**src/rtl/football_robot_pkg.sv**
```systemverilog
// Shared types and helpers for the football robot kick controller.
// FSM encodings stay as fixed constants so existing state decoders remain compatible.
package football_robot_pkg;

    typedef logic [1:0] state_t;

    localparam state_t IDLE = 2'd0;
    localparam state_t KICK = 2'd1;
    localparam state_t COOL = 2'd2;

    // Reproduces the original combinational decision: 010, 101, 110, 111 -> kick.
    localparam logic [7:0] LUT_RESET_DEFAULT = 8'b1110_0100;

    function automatic int unsigned max3(input int unsigned a,
                                         input int unsigned b,
                                         input int unsigned c);
        int unsigned m;
        m = a;
        if (b > m) m = b;
        if (c > m) m = c;
        return m;
    endfunction

    // Bits needed to hold 0..max_val; never less than one bit.
    function automatic int unsigned cnt_width(input int unsigned max_val);
        int unsigned w;
        w = $clog2(max_val + 1);
        return (w < 1) ? 1 : w;
    endfunction

endpackage

```
**src/rtl/sensor_debounce.sv**
```systemverilog
// Single-bit debouncer: the output follows the raw line only after it has
// differed from the current output for DEBOUNCE consecutive clock edges.
module sensor_debounce
    import football_robot_pkg::*;
#(
    parameter int unsigned DEBOUNCE = 4
) (
    input  logic clk,
    input  logic rst,
    input  logic raw,
    output logic stable
);

    localparam int unsigned   CW   = cnt_width(DEBOUNCE);
    localparam logic [CW-1:0] LAST = CW'(DEBOUNCE - 1);

    logic [CW-1:0] cnt;

    // The counter never passes LAST: reaching it commits the new value and clears.
    always_ff @(posedge clk) begin
        if (rst) begin
            stable <= 1'b0;
            cnt    <= '0;
        end else if (raw == stable) begin
            cnt <= '0;
        end else if (cnt == LAST) begin
            stable <= raw;
            cnt    <= '0;
        end else begin
            cnt <= cnt + CW'(1);
        end
    end

endmodule

```
**src/rtl/football_robot_ctrl.sv**
```systemverilog
// Debounced sensor vector -> programmable truth table -> Moore kick/cooldown FSM
// driving the kicker actuator.
module football_robot_ctrl
    import football_robot_pkg::*;
#(
    parameter int unsigned                   N_SENSORS   = 3,
    parameter int unsigned                   DEBOUNCE    = 4,
    parameter int unsigned                   KICK_CYCLES = 2,
    parameter int unsigned                   COOLDOWN    = 8,
    parameter bit                            RETRIGGER   = 1'b0,
    parameter logic [(1<<N_SENSORS)-1:0]     LUT_RESET   = LUT_RESET_DEFAULT
) (
    input  logic                          clk,
    input  logic                          rst,
    input  logic [N_SENSORS-1:0]          sensors,
    input  logic                          enable,
    input  logic                          lut_we,
    input  logic [(1<<N_SENSORS)-1:0]     lut_wdata,
    output logic                          kick,
    output logic                          busy,
    output logic                          decision,
    output logic [N_SENSORS-1:0]          stable
);

    localparam int unsigned   LUT_W     = 1 << N_SENSORS;
    localparam int unsigned   CW        = cnt_width(max3(KICK_CYCLES, COOLDOWN, 1));
    localparam logic [CW-1:0] KICK_LOAD = CW'(KICK_CYCLES - 1);
    localparam logic [CW-1:0] COOL_LOAD = CW'((COOLDOWN == 0) ? 0 : COOLDOWN - 1);

    logic [LUT_W-1:0] lut;
    state_t           state;
    logic [CW-1:0]    cnt;
    logic             armed;
    logic             start;

    for (genvar i = 0; i < N_SENSORS; i++) begin : g_db
        sensor_debounce #(
            .DEBOUNCE(DEBOUNCE)
        ) u_db (
            .clk    (clk),
            .rst    (rst),
            .raw    (sensors[i]),
            .stable (stable[i])
        );
    end

    // decision reads the table as it was before any write on the same edge.
    always_ff @(posedge clk) begin
        if (rst) begin
            lut      <= LUT_RESET;
            decision <= 1'b0;
        end else begin
            decision <= lut[stable];
            if (lut_we) begin
                lut <= lut_wdata;
            end
        end
    end

    always_comb begin
        start = enable && decision && armed;
    end

    always_ff @(posedge clk) begin
        if (rst) begin
            state <= IDLE;
            cnt   <= '0;
            armed <= 1'b1;
        end else begin
            case (state)
                IDLE: begin
                    if (start) begin
                        state <= KICK;
                        cnt   <= KICK_LOAD;
                    end
                end
                KICK: begin
                    if (cnt == '0) begin
                        if (COOLDOWN == 0) begin
                            state <= IDLE;
                        end else begin
                            state <= COOL;
                            cnt   <= COOL_LOAD;
                        end
                    end else begin
                        cnt <= cnt - CW'(1);
                    end
                end
                COOL: begin
                    if (cnt == '0) begin
                        state <= IDLE;
                    end else begin
                        cnt <= cnt - CW'(1);
                    end
                end
                default: begin
                    state <= IDLE;
                    cnt   <= '0;
                end
            endcase

            // A kick needs decision=1, so the re-arm and disarm cases never collide.
            if (RETRIGGER) begin
                armed <= 1'b1;
            end else if (!decision) begin
                armed <= 1'b1;
            end else if (state == IDLE && start) begin
                armed <= 1'b0;
            end
        end
    end

    always_comb begin
        kick = (state == KICK);
        busy = (state != IDLE);
    end

endmodule

```
**config.mk**
```make
export PLATFORM = sky130hd
export DESIGN_NAME = football_robot_ctrl
export DESIGN_NICKNAME = d
export VERILOG_FILES = /design/src/rtl/football_robot_pkg.sv /design/src/rtl/sensor_debounce.sv /design/src/rtl/football_robot_ctrl.sv
export SDC_FILE = /design/constraint.sdc
export NUM_CORES = 1
export LEC_CHECK = 0
export ABC_AREA = 1
export BUFFER_PORTS_ARGS = -buffer_cell sky130_fd_sc_hd__buf_2
export CAP_MARGIN = 25
export CORE_MARGIN = 2
export CORE_UTILIZATION = 35
export CTS_CLUSTER_SIZE = 10
export DETAILED_ROUTE_END_ITERATION = 8
export REMOVE_ABC_BUFFERS = 1
export SLEW_MARGIN = 15
export SYNTH_ARGS = -nofsm -noshare
export SYNTH_HDL_FRONTEND = slang
export SYNTH_SLANG_ARGS = --single-unit
```
**constraint.sdc**
```tcl
create_clock -name clk -period 1.48 [get_ports clk]
set_input_delay 0.074 -clock clk [delete_from_list [all_inputs] [get_ports clk]]
set_output_delay 0.074 -clock clk [all_outputs]
set_load 0.01 [all_outputs]
```
After elaboration in Yosys (flattened, before gate mapping):

Cells that the tools add are included.
W data, S select, Z words.

* register bits: 28
* input bits: 15
* output and inout port bits: 6
* word-level logic and storage cells: 57

* $add $sub $neg: 4
* $lt $le $gt $ge: 1
* equality and inequality tests: 12
* muxes and demuxes: 10
* bitwise operators: 4
* reductions and logical operators: 15

Operators by type and width (number)
* $mux W4: 3
* $pmux W4 S3: 1
* $add A3 B1 Y3 const B: 3
* $eq A3 B2 Y1 const B: 3
* $reduce_or A3 Y1: 3
* $reduce_and A2 Y1: 4
* $mux W2: 3
* $ne A2 B2 Y1 const B: 3
* $pmux W2 S3: 1
* $logic_not A4 Y1: 1
* $lt A3 B4 Y1 const B: 1
* $not A1 Y1: 4
* $sub A4 B1 Y4 const B: 1
* $bmux W1 S3: 1
* $eq A1 B1 Y1: 3
* $logic_and A1 B1 Y1: 3
* $reduce_and A3 Y1: 1
* $eq A2 B1 Y1 const B: 1
* $eq A2 B2 Y1 const B: 1
* $logic_not A2 Y1: 1
* $ne A2 B1 Y1 const B: 1
* $reduce_bool A2 Y1: 1
* $reduce_or A2 Y1: 1
* $mux W1: 1

Logic depth before layout (Yosys ltp):

Gate-level depths: netlist of run 1.

* depth after elaboration: 4
* gate-level depth with buffers: 7

By module:

From an unflattened synthesis of run 1, not the netlist that was laid out.

* cell total of the unflattened synthesis: 181
* area, all modules: 1287.5 um2

Modules (own cells, without submodules)
* football_robot_ctrl: times used 1, cells an instance 118, area each 773.2 um2, seq. area each 320.3 um2
* sensor_debounce: times used 3, cells an instance 21, area each 171.4 um2, seq. area each 80.1 um2

Worst setup path before layout of run 1:

Ideal clock, no wire load.

* path type: reg-to-reg
* from: register cnt[0]
* to: register cnt[0]
* library setup time: 0.115 ns
* arrival: 1.048 ns
* setup slack: 0.317 ns
* stages on the path, launching flop included: 7
* path buffers: 0
* period minus slack after synthesis: 1.163 ns
* cell sequence: dfxtp_1 -> inv_1 -> ha_1 -> nand2_4 -> o21a_1 -> o21ai_1 -> nor2_1

* longest elaborated chain between the ends: 3
* elaborated cells on any way between the ends: 7
* those cells by class: 1 x add/sub; 1 x eq/ne; 3 x mux; 2 x reduce/logical

Ends and longest elaborated chain
* start: declaration: RTL line football_robot_ctrl.sv:32 `logic [CW-1:0] cnt;`
* start signal: assignment: RTL line football_robot_ctrl.sv:86 `cnt <= cnt - CW'(1);`
* start signal: assignment: RTL line football_robot_ctrl.sv:93 `cnt <= cnt - CW'(1);`
* $sub A4 B1 Y4 or $logic_not A4 Y1 (tied branches)
* $mux W4 (tied with other cells): RTL line football_robot_ctrl.sv:90 `if (cnt == '0) begin`
* $pmux W4 S3 or $reduce_and A2 Y1 (tied branches)

Several ways; a longest one is shown, not always the timed one. The select of a mux whose other input is x is not followed.
A chain may end at the register's enable or synchronous reset.

Worst setup path in the final report of run 1:

Same ends and word-level chain as after synthesis.

==> impl_metrics.env, run 1 <==
export IMPL_ys_top_cells_by_count="dfxtp_1 (28), nor2_1 (28), nand2_1 (23)"
export IMPL_finalSetupTns_ns=0
export IMPL_cts_resized=0
export IMPL_drt_first_iter_violations=41
export IMPL_syn_instance_count=165
export IMPL_dp_hpwl_um=1810
export IMPL_syn_avg_cell_area_um2=7.65
export IMPL_nNetsFinal=213
export IMPL_drt_total_wl_um=2370
export IMPL_p_per_area_mw_per_mm2=1220
export IMPL_worst_slew_pin_slew_ns=0.326
export IMPL_criticalPathCategory="register to register"
export IMPL_post_route_util_pct=43.7
export IMPL_clk_latency_ns=0.31
export IMPL_clock_path_buffers=2
export IMPL_grt_pass1_wl_um=3930
export IMPL_regToRegStartpoint="cnt[0]"
export IMPL_synth_warnings=0
export IMPL_final_hold_viol_count=0
export IMPL_worst_setup_path_end_kind="register"
export IMPL_cts_root_buf="clkbuf_4"
export IMPL_cts_tree="yes"
export IMPL_layout_setup_ws_ns=0.195
export IMPL_fmax_mhz=778
export IMPL_synth_top_area_share_pct=44.4
export IMPL_synth_edf_count=0
export IMPL_drive_gt1_share_pct=16.9
export IMPL_fp_coreArea_mm2=0.00339
export IMPL_seq_area_frac_synth_pct=44.4
export IMPL_crit_required_ns=1.70
export IMPL_post_synth_top_area_cell="dfxtp_1"
export IMPL_std_cell_rows=21
export IMPL_ys_top_cells_by_area="dfxtp_1 (44%), nor2_1 (8.3%), ha_1 (6.9%), nand2_1 (6.8%), inv_1 (5.9%)"
export IMPL_max_cap_violations=0
export IMPL_numClockSinks=28
export IMPL_synthesis_area_mm2=0.00126
export IMPL_grt_start_max_net_pins=15
export IMPL_io_pins=21
export IMPL_io_buffers=20
export IMPL_clk_pin_slew_ns=0.13
export IMPL_start_util_pct=37.2
export IMPL_power_uw=1800
export IMPL_hold_class="input pin to register"
export IMPL_critPathLaunch="cnt[0]"
export IMPL_synth_cell_type_count=22
export IMPL_finalCritPeriodShare_pct=86.8
export IMPL_die_x_um=64.1
export IMPL_cp_max_fo=7
export IMPL_crit_end="cnt[0]"
export IMPL_reg2regPathDepth=6
export IMPL_wl_per_cell_um=10.1
export IMPL_rsz0062_at_grt="false"
export IMPL_drt_first_pass_iters=4
export IMPL_place_gp_congestion=0.844
export IMPL_setup_violations=0
export IMPL_start_kind="register"
export IMPL_grt_pass1_vias=1019
export IMPL_ys_seq_elements=28
export IMPL_drc=0
export IMPL_antenna_left=0
export IMPL_vias=1101
export IMPL_cts_buffers=3
export IMPL_slew_violations=0
export IMPL_grtUsageTotal_pct=12.1
export IMPL_hp_start="lut_wdata[1]"
export IMPL_fp_dieH_um=64.1
export IMPL_slew_headroom_pct=78.3
export IMPL_antenna_cells=0
export IMPL_syn_to_final_growth_pct=17.3
export IMPL_r2r_end="cnt[0]"
export IMPL_clock_skew_ns=0.000752
export IMPL_worstPathArrival_ns=1.51
export IMPL_die_area_mm2=0.00410
export IMPL_synth_main_ff_cell="dfxtp_1"
export IMPL_dp_slack_ns=0.211
export IMPL_routed_via_density=4.69
export IMPL_async_flop_share_pct=0
export IMPL_min_period_ns=1.28
export IMPL_grt_overflow_total=0
export IMPL_htreeDepth=1
export IMPL_reg2reg_slack_ns=0.20
export IMPL_outcome="complete, no violations"
export IMPL_p_leak_uw=0.000667
export IMPL_vdd_drop_max_v=0.000438
export IMPL_antenna_found_initial=0
-- how the worst min path moves through the flow --
stage               slack (ns)  cells past startpoint     end
global placement          0.29                      3  lut[2]
global route             0.002                      3  lut[1]
CTS                     0.0008                      3  lut[1]
finish                    0.02                      3  lut[1]
detailed placement        0.29                      3  lut[2]
floorplan                 0.14                      1  cnt[2]
-- worst max-delay path: stages (launching register included) --
cell and delay [ns]:
dfxtp_1 0.35, inv_1 0.09, ha_1 0.26, nand2_4 0.11, o21a_1 0.20, o21ai_1 0.12, nor2_1 0.05
-- metrics by stage --
step / cells / hold WS [ns] / cell area (um2)
floorplan: 158 / 0.136 / 1220
global placement: 224 / 0.285 / 1380
detailed placement: 224 / 0.290 / 1380
CTS: 235 / 0.000782 / 1480
global route: 235 / 0.00185 / 1480
finish: 235 / 0.0166 / 1480
-- where the power goes --
part / total, uW / switching [uW] / internal, uW
Clock: 295 / 200 / 95.3
Combinational: 623 / 376 / 247
Sequential: 886 / 58.9 / 827
-- placed cells by master, fill, tap and decap left out, drive strengths merged --
cell,Yosys,layout
nor2,30,30
inv,22,22
o21a,1,1
clkbuf,1,3
nand4,1,1
a21oi,14,14
xnor2,1,1
o21ai,15,15
buf,6,20
nand2,25,25
ha,7,7
o211ai,5,5
nand3,9,9
dfxtp,28,28
dlygate4sd3,0,8
-- final cells by class --
class | instances | area [um2]
clock buffer | 3 | 22.5
fill | 357 | 1910
inverter | 22 | 82.6
multi-input combinational | 108 | 578
sequential | 28 | 561
tap | 46 | 57.6
timing repair buffer | 28 | 180
-- flip-flops by register name, summed over array words and instances (netlist names) --
signal and count:
cnt 4, state 2, g_db.u_db.stable 3, armed 1
g_db.u_db.cnt 9, lut 8, decision 1
-- per-layer routing --
metal	GRT usage, %	routed length (um)
met5	0	0
met4	5.43	31
met3	2.29	121
met2	22.3	1170
met1	13.2	1040
-- cells by family (layout without fill, tap and decap cells) --
group	Yosys count	after routing	synth area share [%]
simple gates	65	65	21.6
fa+ha+maj	7	7	6.94
xor+xnor	1	1	0.694
compound gates	35	35	16.6
flops	28	28	44.4
buf+inv	29	53	9.81
-- repair_timing --
item	in CTS	in global routing
buffers inserted	0	0
hold buffers	8	0
endpoints found under the hold margin	8	0
No activity file was read; power rests on OpenSTA's default activity.
==> run 2: changes to the inputs <==
--- a/config.mk
+++ b/config.mk
@@ -16,4 +16,5 @@
 export SLEW_MARGIN = 15
 export SYNTH_ARGS = -nofsm -noshare
 export SYNTH_HDL_FRONTEND = slang
+export SYNTH_HIERARCHICAL = 1
 export SYNTH_SLANG_ARGS = --single-unit
==> impl_metrics.env, run 2 <==
export IMPL_start_kind="register"
export IMPL_synth_edf_count=0
export IMPL_drt_total_wl_um=2320
export IMPL_wl_per_cell_um=9.15
export IMPL_worstPathArrival_ns=1.38
export IMPL_cts_tree="yes"
export IMPL_die_x_um=64.7
export IMPL_ys_top_cells_by_count="nand2_1 (39), inv_1 (30), dfxtp_1 (28)"
export IMPL_crit_required_ns=1.64
export IMPL_grtUsageTotal_pct=12.8
export IMPL_dp_cells=249
export IMPL_worst_slew_pin_slew_ns=0.330
export IMPL_numClockSinks=28
export IMPL_worst_setup_path_end_kind="register"
export IMPL_syn_to_final_growth_pct=18.3
export IMPL_post_synth_top_area_cell="dfxtp_1"
export IMPL_largest_register="g_db.u_db/cnt"
export IMPL_synthesis_area_mm2=0.00129
export IMPL_cts_resized=0
export IMPL_async_flop_share_pct=0
export IMPL_min_period_ns=1.22
export IMPL_power_uw=2200
export IMPL_cts_root_buf="clkbuf_8"
export IMPL_drc=0
export IMPL_synth_main_ff_cell="dfxtp_1"
export IMPL_max_cap_violations=0
export IMPL_grt_pass1_wl_um=4270
export IMPL_hp_start="lut_wdata[2]"
export IMPL_multiInputGateArea_um2=599
export IMPL_syn_instance_count=181
export IMPL_post_cts_buffers=0
export IMPL_place_gp_congestion=0.865
export IMPL_fp_dieH_um=64.7
export IMPL_internal_power_uw=1460
export IMPL_grt_pass1_vias=1031
export IMPL_dp_slack_ns=0.293
export IMPL_ys_seq_elements=28
export IMPL_drive_gt1_share_pct=18.0
export IMPL_p_per_area_mw_per_mm2=1450
export IMPL_fp_coreArea_mm2=0.00361
export IMPL_grt_overflow_total=0
export IMPL_finalSetupTns_ns=0
export IMPL_antenna_found_initial=0
export IMPL_layout_setup_ws_ns=0.258
export IMPL_clock_skew_ns=0.00209
export IMPL_drt_first_pass_iters=4
export IMPL_vias=1117
export IMPL_rsz0062_at_grt="false"
export IMPL_regToRegStartpoint="cnt[0]"
export IMPL_synth_cell_type_count=18
export IMPL_synth_top_area_share_pct=43.5
export IMPL_critPathLaunch="cnt[0]"
export IMPL_antenna_cells=0
export IMPL_ys_top_cells_by_area="dfxtp_1 (44%), nand2_1 (11%), inv_1 (8.7%), nor2_1 (7.6%), ha_1 (6.8%)"
export IMPL_htreeDepth=1
export IMPL_io_buffers=20
export IMPL_swShare_pct=33.8
export IMPL_power_share_sequential_pct=40.9
export IMPL_drt_first_iter_violations=78
export IMPL_finalCritPeriodShare_pct=82.5
export IMPL_setup_violations=0
export IMPL_start_util_pct=35.7
export IMPL_antenna_left=0
export IMPL_slew_violations=0
export IMPL_layout_commonest_cell="nand2_1"
export IMPL_p_leak_uw=0.000721
export IMPL_dp_hpwl_um=1740
export IMPL_post_route_util_pct=42.2
export IMPL_regArea_um2=561
export IMPL_instances_no_fill=253
export IMPL_synth_warnings=6
export IMPL_clk_pin_slew_ns=0.09
export IMPL_crit_path_top_delay_cell="dfxtp_1"
export IMPL_synth_most_common_cell="nand2_1"
export IMPL_cts_buffers=3
export IMPL_syn_avg_cell_area_um2=7.11
export IMPL_pwr_share_clk_pct=27.0
export IMPL_largest_register_ffs=9
export IMPL_crit_path_cell_trace="inv_1 -> ha_1 -> nand2_1 -> o21ai_0 -> a21oi_1"
export IMPL_most_common_layout_cells="nand2_1 (39), inv_1 (30), dfxtp_1 (28)"
export IMPL_clock_path_buffers=2
export IMPL_io_pins=21
export IMPL_std_cell_rows=22
export IMPL_switchingPower_uw=745
export IMPL_outcome="complete, no violations"
export IMPL_grt_start_max_net_pins=17
export IMPL_clk_latency_ns=0.27
export IMPL_cp_max_fo=6
export IMPL_slowest_delay_ns=0.31
export IMPL_num_fill_cells=391
export IMPL_vdd_drop_max_v=0.000724
export IMPL_hold_class="input pin to register"
export IMPL_criticalPathCategory="register to register"
export IMPL_postCtsHoldBufs=0
export IMPL_seq_area_frac_synth_pct=43.5
export IMPL_die_area_mm2=0.00418
export IMPL_reg_top3="g_db.u_db/cnt: 9 flops, lut: 8 flops, cnt: 4 flops"
export IMPL_final_hold_viol_count=0
export IMPL_slew_headroom_pct=77.9
export IMPL_routed_via_density=4.42
export IMPL_fmax_mhz=819
export IMPL_p_comb_share_pct=32.1
export IMPL_nNetsFinal=228
==> run 2: changes by cell type after synthesis, moves of 3 or more <==
cell | before | now
buf_4 | 3 | 0
nand2_1 | 23 | 39
nor2_2 | 2 | 5
nand3_2 | 0 | 4
buf_2 | 3 | 0
o211ai_1 | 5 | 1
o21ai_0 | 6 | 9
o21ai_1 | 8 | 1
inv_1 | 20 | 30
nor3_1 | 0 | 3
==> run 2: layout make-up <==
type	count	share of cell area (%)
clock buffer	3	2.71
sequential	28	36.8
inverter	33	8.13
timing repair buffer	21	7.07
clock inverter	1	1.97
tap	48	3.94
multi-input combinational	119	39.4
==> run 2: per-layer routing <==
metal	global-route usage (%)	vias up	share of wire [%]
met5	0	-	0
met4	2.66	0	0.56
met3	3.82	2	4.7
met2	21.6	23	45
met1	16.1	478	50
li1	-	614	-
==> run 2: through the flow <==
step | hold WS (ns) | cell area, um2
after floorplan | 0.143 | 1280
after global placement | 0.296 | 1450
after detailed placement | 0.295 | 1450
after CTS | 0.00422 | 1520
after global routing | 0.0136 | 1520
final | 0.0145 | 1520
==> run 2: logic make-up (layout without fill, tap and decap cells) <==
group                    count (synthesis)  in the layout  share of synthesized area, %
adder cells (fa/ha/maj)                  7              7                          6.80
AO/OA/AOI/OAI                           25             25                          9.91
buffers and inverters                   34             58                          9.91
AND/OR/NAND/NOR                         87             87                          29.8
flip-flops                              28             28                          43.5
==> run 2: path summary, 6_finish.rpt <==
kind	slack (ns)	endpoint	cells after the start
worst max-delay path	0.26	state[1]	5
worst min-delay path	0.01	lut[2]	3
worst max register to register	0.26	state[1]	5
worst min register to register	0.42	g_db[1].u_db/cnt[0]	1
==> run 2: worst max-delay path, delay by kind of cell, from the launching register on <==
| kind | cells | cell delay, ns |
|---|---|---|
| DFF | 1 | 0.31 |
| and+or+nand+nor | 1 | 0.17 |
| adders and majority gates | 1 | 0.26 |
| buffers and inverters | 1 | 0.09 |
| AOI/OAI and AO/OA | 2 | 0.27 |
==> run 2: power by group through the flow <==
stage	Sequential [uW]	Clock (uW)	Combinational, uW
6_report	901	594	708
2_1_floorplan	909	0	538
3_3_place_gp	918	0	705
4_1_cts	901	620	712
3_5_place_dp	919	0	697
5_1_grt	913	646	829
==> run 3: changes to the inputs <==
==> constraint.sdc (replaced) <==
create_clock -name clk -period 1.16 [get_ports clk]
set_input_delay 0.058 -clock clk [delete_from_list [all_inputs] [get_ports clk]]
set_output_delay 0.058 -clock clk [all_outputs]
set_load 0.01 [all_outputs]
==> impl_metrics.env, run 3 (synthesis gave the netlist of run 2 again) <==
export IMPL_std_cell_rows=22
export IMPL_min_period_ns=1.10
export IMPL_fp_dieH_um=64.7
export IMPL_wl_per_cell_um=9.57
export IMPL_reg_top3="g_db.u_db/cnt: 9 flops, lut: 8 flops, cnt: 4 flops"
export IMPL_die_x_um=64.7
export IMPL_power_share_sequential_pct=38.9
export IMPL_crit_path_cell_trace="ha_1 -> ha_1 -> nor2_2 -> nand3_2 -> nor2_1"
export IMPL_p_leak_uw=0.000743
export IMPL_finalSetupTns_ns=0
export IMPL_drt_first_pass_iters=4
export IMPL_outcome="complete, no violations"
export IMPL_clk_pin_slew_ns=0.09
export IMPL_worst_setup_path_end_kind="register"
export IMPL_routed_via_density=4.49
export IMPL_criticalPathCategory="register to register"
export IMPL_placed_area_mm2=0.00146
export IMPL_slowest_delay_ns=0.32
export IMPL_num_fill_cells=373
export IMPL_numClockSinks=28
export IMPL_final_hold_viol_count=0
export IMPL_grt_start_max_net_pins=17
export IMPL_dp_hpwl_um=1770
export IMPL_fp_coreArea_mm2=0.00361
export IMPL_antenna_cells=0
export IMPL_start_util_pct=35.7
export IMPL_drc=0
export IMPL_io_pins=21
export IMPL_hp_start="lut_wdata[6]"
export IMPL_grt_overflow_total=0
export IMPL_cp_max_fo=3
export IMPL_syn_to_final_growth_pct=24.9
export IMPL_clock_skew_ns=0.00308
export IMPL_max_cap_violations=0
export IMPL_regArea_um2=566
export IMPL_p_comb_share_pct=35.6
export IMPL_antenna_found_initial=0
export IMPL_crit_path_top_delay_cell="dfxtp_1"
export IMPL_critical_path_top_delay_family="adder cells"
export IMPL_cts_root_buf="clkbuf_8"
export IMPL_multiInputGateArea_um2=632
export IMPL_design_area_mm2=0.00161
export IMPL_p_per_area_mw_per_mm2=1870
export IMPL_drt_first_iter_violations=45
export IMPL_nNetsFinal=233
export IMPL_setup_violations=0
export IMPL_post_cts_buffers=0
export IMPL_grtUsageTotal_pct=13.6
export IMPL_cts_buffers=3
export IMPL_crit_top_cell="ha_1"
export IMPL_critPathLaunch="g_db[1].u_db/cnt[0]"
export IMPL_switchingPower_uw=1030
export IMPL_clk_latency_ns=0.28
export IMPL_drive_gt1_share_pct=24.3
export IMPL_instances_no_fill=258
export IMPL_internal_power_uw=1980
export IMPL_htreeDepth=1
export IMPL_largest_register="g_db.u_db/cnt"
export IMPL_io_buffers=20
export IMPL_swShare_pct=34.1
export IMPL_drt_total_wl_um=2470
export IMPL_fmax_mhz=912
export IMPL_vias=1159
export IMPL_largest_register_ffs=9
export IMPL_grt_pass1_wl_um=4390
export IMPL_regToRegStartpoint="g_db[1].u_db/cnt[0]"
export IMPL_worstPathArrival_ns=1.32
export IMPL_vdd_drop_max_v=0.000833
export IMPL_grt_pass1_vias=1052
export IMPL_most_common_layout_cells="nand2_1 (37), inv_1 (28), nor2_1 (24), dfxtp_1 (24), buf_2 (20)"
export IMPL_worst_slew_pin_slew_ns=0.293
export IMPL_antenna_left=0
export IMPL_place_gp_congestion=0.834
export IMPL_crit_buf_inv=0
export IMPL_pwr_share_clk_pct=25.5
export IMPL_die_area_mm2=0.00418
export IMPL_hold_class="input pin to register"
export IMPL_clock_path_buffers=2
export IMPL_slew_violations=0
export IMPL_crit_required_ns=1.38
export IMPL_slew_headroom_pct=80.3
export IMPL_finalCritPeriodShare_pct=94.6
export IMPL_dp_cells=250
export IMPL_layout_commonest_cell="nand2_1"
export IMPL_start_kind="register"
export IMPL_cts_tree="yes"
[run 3: changes by cell type in the layout (fill, tap and decap cells not counted), moves of 2 or more]
cell and change:
ha_2 +2, inv_2 +2, inv_1 -2, dfxtp_1 -4, nor2_2 +2, dfxtp_2 +4, nand2_1 -2, dlygate4sd3_1 +4
nor2_1 -2, ha_1 -3
[run 3: path summary, 6_finish.rpt]
| kind | slack (ns) | end | cells after the start |
|---|---|---|---|
| max | 0.06 | g_db[1].u_db/cnt[0] | 5 |
| min reg2reg | 0.42 | g_db[1].u_db/cnt[0] | 1 |
| min | 0.02 | lut[6] | 3 |
| max reg2reg | 0.06 | g_db[1].u_db/cnt[0] | 5 |
[run 3: repair_timing]
| action | 4_1_cts | 5_1_grt |
|---|---|---|
| hold buffers | 4 | 0 |
| gates resized for setup | 1 | 14 |
| endpoints found under the setup margin | 3 | 13 |
| hold endpoints to repair | 4 | 0 |
| pin swaps | 0 | 2 |
[run 3: final cells by class]
cell class | count | area share, %
multi-input cells | 119 | 39.3
flip-flops and latches | 28 | 35.2
repair buffers | 26 | 9.65
inverters | 33 | 7.70
well taps | 48 | 3.74
clock buffers | 3 | 2.57
clock inverters | 1 | 1.87
[run 3: worst register-to-register path: stages (launching register included)]
cell     delay (ns)
dfxtp_1        0.32
ha_1           0.19
ha_1           0.21
nor2_2         0.12
nand3_2        0.10
nor2_1         0.09
[run 3: routing by layer]
metal | GRT usage, % | part of all wire, %
met1 | 14.9 | 45
met2 | 23.8 | 47
met3 | 4.34 | 4.7
met4 | 6.65 | 3.0
met5 | 0 | 0
[run 3: per-stage QoR]
step	hold slack (ns)	total power [uW]	setup slack [ns]	utilization, %
after detailed placement	0.276	2080	0.00520	40.5
after global routing	0.0262	3230	-0.0271	44.6
after global placement	0.277	2090	0.0295	40.5
after CTS	0.0135	2880	0.00786	43.6
final	0.0250	3000	0.0631	44.6
after floorplan	0.127	1850	0.0840	-
[run 3: power by group through the flow]
stage / logic [uW] / clock network, uW / registers (uW)
CTS: 929 / 798 / 1150
finish: 1070 / 765 / 1170
global placement: 919 / 0 / 1170
detailed placement: 903 / 0 / 1170
global route: 1220 / 824 / 1180
floorplan: 687 / 0 / 1160
